[src/rtl/trackball_quad_gen.sv]
// Multi-channel quadrature (A/B Gray) step generator driven by signed deltas.
// Define QUAD_SATURATE_EN to clamp accumulator additions instead of wrapping.
module trackball_quad_gen #(
  parameter int CHANNELS = 2,
  parameter int DELTA_W  = 8,
  parameter int ACC_W    = 12,
  parameter int STEP_DIV = 40
) (
  input  logic                          clk,
  input  logic                          reset,
  input  logic [CHANNELS*DELTA_W-1:0]   delta_in,
  input  logic [CHANNELS-1:0]           delta_valid,
  output logic [CHANNELS-1:0]           delta_ready,
  output logic [CHANNELS-1:0]           qa,
  output logic [CHANNELS-1:0]           qb,
  output logic [CHANNELS-1:0]           busy
);

  localparam int CNT_W = (STEP_DIV > 2) ? $clog2(STEP_DIV) : 1;
  localparam logic [CNT_W-1:0] CNT_LAST = CNT_W'(STEP_DIV - 1);

  // Handshake: a delta transfers on any edge where valid and ready are both
  // high; ready is dropped only while reset is asserted.
  assign delta_ready = {CHANNELS{~reset}};

  logic [CNT_W-1:0] presc_q;
  logic [CNT_W-1:0] presc_d;
  logic             tick;

  always_comb begin
    tick    = (presc_q == CNT_LAST);
    presc_d = tick ? '0 : presc_q + 1'b1;
  end

  always_ff @(posedge clk) begin
    if (reset) begin
      presc_q <= '0;
    end else begin
      presc_q <= presc_d;
    end
  end

  for (genvar g = 0; g < CHANNELS; g++) begin : g_chan
    logic [ACC_W-1:0]   acc_q;
    logic [ACC_W-1:0]   acc_d;
    logic [1:0]         ph_q;
    logic [1:0]         ph_d;
    logic               busy_q;
    logic               busy_d;
    logic               accept;
    logic [DELTA_W-1:0] delta_raw;
    logic [ACC_W-1:0]   delta_ext;
    logic [ACC_W-1:0]   add_acc;
    logic [ACC_W-1:0]   step_acc;
    logic               step_up;
    logic               step_dn;
`ifdef QUAD_SATURATE_EN
    localparam logic [ACC_W-1:0] ACC_MAX = {1'b0, {(ACC_W-1){1'b1}}};
    localparam logic [ACC_W-1:0] ACC_MIN = {1'b1, {(ACC_W-1){1'b0}}};
    logic [ACC_W:0]     add_sum;
`endif

    always_comb begin
      accept    = delta_valid[g] & delta_ready[g];
      delta_raw = delta_in[g*DELTA_W +: DELTA_W];
      delta_ext = accept ? {{(ACC_W-DELTA_W){delta_raw[DELTA_W-1]}}, delta_raw} : '0;

      // Step direction is decided on the pre-add accumulator.
      step_up = tick & ~acc_q[ACC_W-1] & (|acc_q);
      step_dn = tick & acc_q[ACC_W-1];

`ifdef QUAD_SATURATE_EN
      add_sum = {acc_q[ACC_W-1], acc_q} + {delta_ext[ACC_W-1], delta_ext};
      if (!add_sum[ACC_W] && add_sum[ACC_W-1]) begin
        add_acc = ACC_MAX;
      end else if (add_sum[ACC_W] && !add_sum[ACC_W-1]) begin
        add_acc = ACC_MIN;
      end else begin
        add_acc = add_sum[ACC_W-1:0];
      end
`else
      add_acc = acc_q + delta_ext;
`endif

      if (step_up) begin
        step_acc = ACC_W'(1);
      end else if (step_dn) begin
        step_acc = '1;
      end else begin
        step_acc = '0;
      end
      acc_d  = add_acc - step_acc;
      busy_d = (acc_d != '0);

      ph_d = ph_q;
      if (step_up) begin
        case (ph_q)
          2'b00:   ph_d = 2'b10;
          2'b10:   ph_d = 2'b11;
          2'b11:   ph_d = 2'b01;
          default: ph_d = 2'b00;
        endcase
      end else if (step_dn) begin
        case (ph_q)
          2'b00:   ph_d = 2'b01;
          2'b01:   ph_d = 2'b11;
          2'b11:   ph_d = 2'b10;
          default: ph_d = 2'b00;
        endcase
      end
    end

    always_ff @(posedge clk) begin
      if (reset) begin
        acc_q  <= '0;
        ph_q   <= 2'b00;
        busy_q <= 1'b0;
      end else begin
        acc_q  <= acc_d;
        ph_q   <= ph_d;
        busy_q <= busy_d;
      end
    end

    assign qa[g]   = ph_q[1];
    assign qb[g]   = ph_q[0];
    assign busy[g] = busy_q;
  end

endmodule

[config.mk]
export PLATFORM = sky130hd
export DESIGN_NAME = trackball_quad_gen
export DESIGN_NICKNAME = d
export VERILOG_FILES = /design/src/rtl/trackball_quad_gen.sv
export SDC_FILE = /design/constraint.sdc
export NUM_CORES = 1
export LEC_CHECK = 0
export CORE_UTILIZATION = 26
export DETAILED_ROUTE_END_ITERATION = 12
export HOLD_SLACK_MARGIN = 0.06
export PLACE_DENSITY = 0.51
export SETUP_SLACK_MARGIN = 0.05
export SLEW_MARGIN = 25
export SYNTH_ARGS = -nofsm -noshare
export SYNTH_HDL_FRONTEND = slang
export SYNTH_SLANG_ARGS = --single-unit
export TNS_END_PERCENT = 5
[constraint.sdc]
create_clock -name clk -period 12.15 [get_ports clk]
set_clock_uncertainty 0.15 [all_clocks]
set_input_delay 2.43 -clock clk [delete_from_list [all_inputs] [get_ports clk]]
set_output_delay 2.43 -clock clk [all_outputs]
set_load 0.1 [all_outputs]
==> summary.md <==
| Metric | Value |
|---|---|
| Ys async rst share | 0% |
| Gr ovfl total | 0 |
| Post-CTS resize count | 0 |
| Seq/Total Area, Yosys | 24.0% |
| Clock Sinks | 36 |
| Hold Path Class | reg -> reg |
| Clk Latency, worst-skew pair | roughly 0.28 ns |
| Final WL | 6470 µm |
| Leak Pwr | between 1.5 and 2 nW |
| Placer Congestion | 0.838 |
| Yosys cell types | 43 |
| Syn_nets | 424 |
| Buffers on Ports | 27 |
| Rel. slew slack | 34.1% |
| Setup repair after global routing missed its margin | no |
| TritonCTS clock tree | built |
| Vias | 2452 |
| Dpl cell area | 3400 µm² |
| Synth area leader | dfxtp_1 |
| Setup Viol. Count Final | 0 |
| Syn. warnings | 0 |
| WP data arrival | roughly 4.5 ns |
| WP data required | 9.57 ns |
| Most frequent cells in the layout | 45 x ha_1, 36 x dfxtp_1, 35 x nor2_1 |
| Number of global-route vias before repair | 2359 |
| Num rows | 38 |
| Pre-CTS setup slack | about 5.1 ns |
| Die area | 12000 µm² |
| Post-Syn Area per Cell | 8.42 µm² |
| Layout cells sized above 1 | between 2 and 3% |
| Ant diodes | 0 |
| Prevailing post-synth register cell | dfxtp_1 |
| Crit path max fanout | 33 |
| Global-route wire length before repair | around 11000 µm |
| Cts-stage hold buffer count | 0 |
| Final WS setup | 5.10 ns |
| Max Cap Viol | 0 |
| Dominant cells by area after synthesis | dfxtp_1 24%, ha_1 19%, xor2_1 8.5%, a21o_1 5.5%, xnor2_1 5.2% |
| Routed len/inst | roughly 12 µm |
| Least-Margin Pin Slew | roughly 0.99 ns |
| Residual DRC | 0 |
| Hold Fails Final Rpt | 0 |
| Commonest non-fill, non-tap cell in the layout | ha_1 |
| CTS max path bufs | 2 |
| Critical path class | in -> out |
| Core Area | 11000 µm² |
| VDD IR max | 0.0000656 V |
| Top cell type's share of synthesized area | 24.0% |
| Post-layout min period | just over 7 ns |
| Synth Register Bits | 36 |
| Final instance area | approximately 3600 µm² |
| H-tree levels | 2 |
| Vias per Instance | 4.70 |
| Num CTS Buffers | 5 |
| Root Buffer | clkbuf_16 |
| Post-route ant nets | 0 |
| Fin crit share | 58.0% |
| Critical Path End Type | primary output |
| Setup TNS | 0 ns |
| Die Width | 110 µm |
| Final count of pins violating max slew | 0 |
| Pin count of the biggest net entering global routing | 34 |
| Nets | ~450 |
| DIE HEIGHT | between 100 and 150 µm |
| CTS clock-pin slew for the worst setup and hold paths | 0.06 ns |
| GRT Total Usage | 11.8% |
| Post-CTS Setup Bufs | 0 |
| Status | finished clean |
| Final Total Pwr | slightly above 0.9 mW |
| Io pins | 28 |
| Final HPWL from detailed placement | 5350 µm |
| FMAX | 0.142 GHz |
| Drt first pass iters | 4 |
| Initial antenna violation count | 0 |
| Post-synth EDFFs | 0 |
| Area growth syn-to-layout | 18.2% |
| Initial DRC count | 86 |
| Synthesized area | 3010 µm² |
| Starting Density | between 20% and 30% |
| Syn Inst Count | ~360 |
| Startpoint Class | primary input |
| PD cells | 255 nW/µm² |
-- flip-flops by register name (all words and copies together) (netlist names) --
register	flops
g_chan.acc_q	24
presc_q	6
g_chan.ph_q	4
g_chan.busy_q	2
-- report_power, final --
group	leakage (nW)	switching (mW)	internal (mW)	total, mW
registers	0.298	0.0338	0.151	0.185
logic	1.22	0.323	0.272	0.595
clock network	0.0701	0.0463	0.0816	0.128
-- synth_stat cells, drive strengths merged (6+ instances only) --
cell and number:
nor4 6, dfxtp 36, ha 45, nor2 35, xor2 29, o21ai 11, a21o 22, a21oi 14
clkbuf 6, inv 20, xnor2 18, nand3 8, nand2 19, and2 19, nor3 9, nor2b 7
-- stage by stage --
stage	utilization (%)	instances	hold slack, ns
finish	32.2	522	0.293
global route	32.2	522	0.321
CTS	32.2	522	0.295
detailed placement	30.9	514	0.287
global placement	30.9	514	0.286
floorplan	-	357	0.269
-- area by class of cell --
cell class	instances	area, µm²
flip-flops and latches	36	721
repair buffers	28	278
clock buffers	7	143
clock inverters	1	7.51
inverters	20	75.1
well taps	140	175
multi-input cells	290	2150
fillers	1178	7480
-- worst paths after layout --
path | from | to | slack [ns] | depth (start not counted)
hold reg to reg | presc_q[0] | presc_q[0] | 0.29 | 1
setup reg to reg | presc_q[0] | g_chan[0].busy_q | 7.27 | 14
hold / removal | presc_q[0] | presc_q[0] | 0.29 | 1
setup / recovery | reset | delta_ready[1] | 5.10 | 4
-- critical path: stages --
cell	delay, ns
clkdlybuf4s50_1	0.40
buf_4	0.24
inv_1	0.20
clkdlybuf4s50_1	1.18
-- layer usage --
layer | vias up | track usage, % | wire (µm)
li1 | 1300 | - | -
met2 | 21 | 18.4 | 2870
met5 | - | 0 | 0
met3 | 5 | 1.72 | 123
met1 | 1126 | 16.6 | 3410
met4 | 0 | 3.71 | 75
-- logic make-up (layout without fill, tap and decap cells) --
logic type      after synthesis  after routing  share of synthesized area, %
simple gates                119            119                          19.9
buf+inv                      31             56                          4.33
compound gates               77             77                          18.0
xor+xnor                     47             47                          13.7
flops                        36             36                          24.0
fa+ha+maj                    47             47                          20.1
Note: power is estimated with default switching activity, not from simulation.
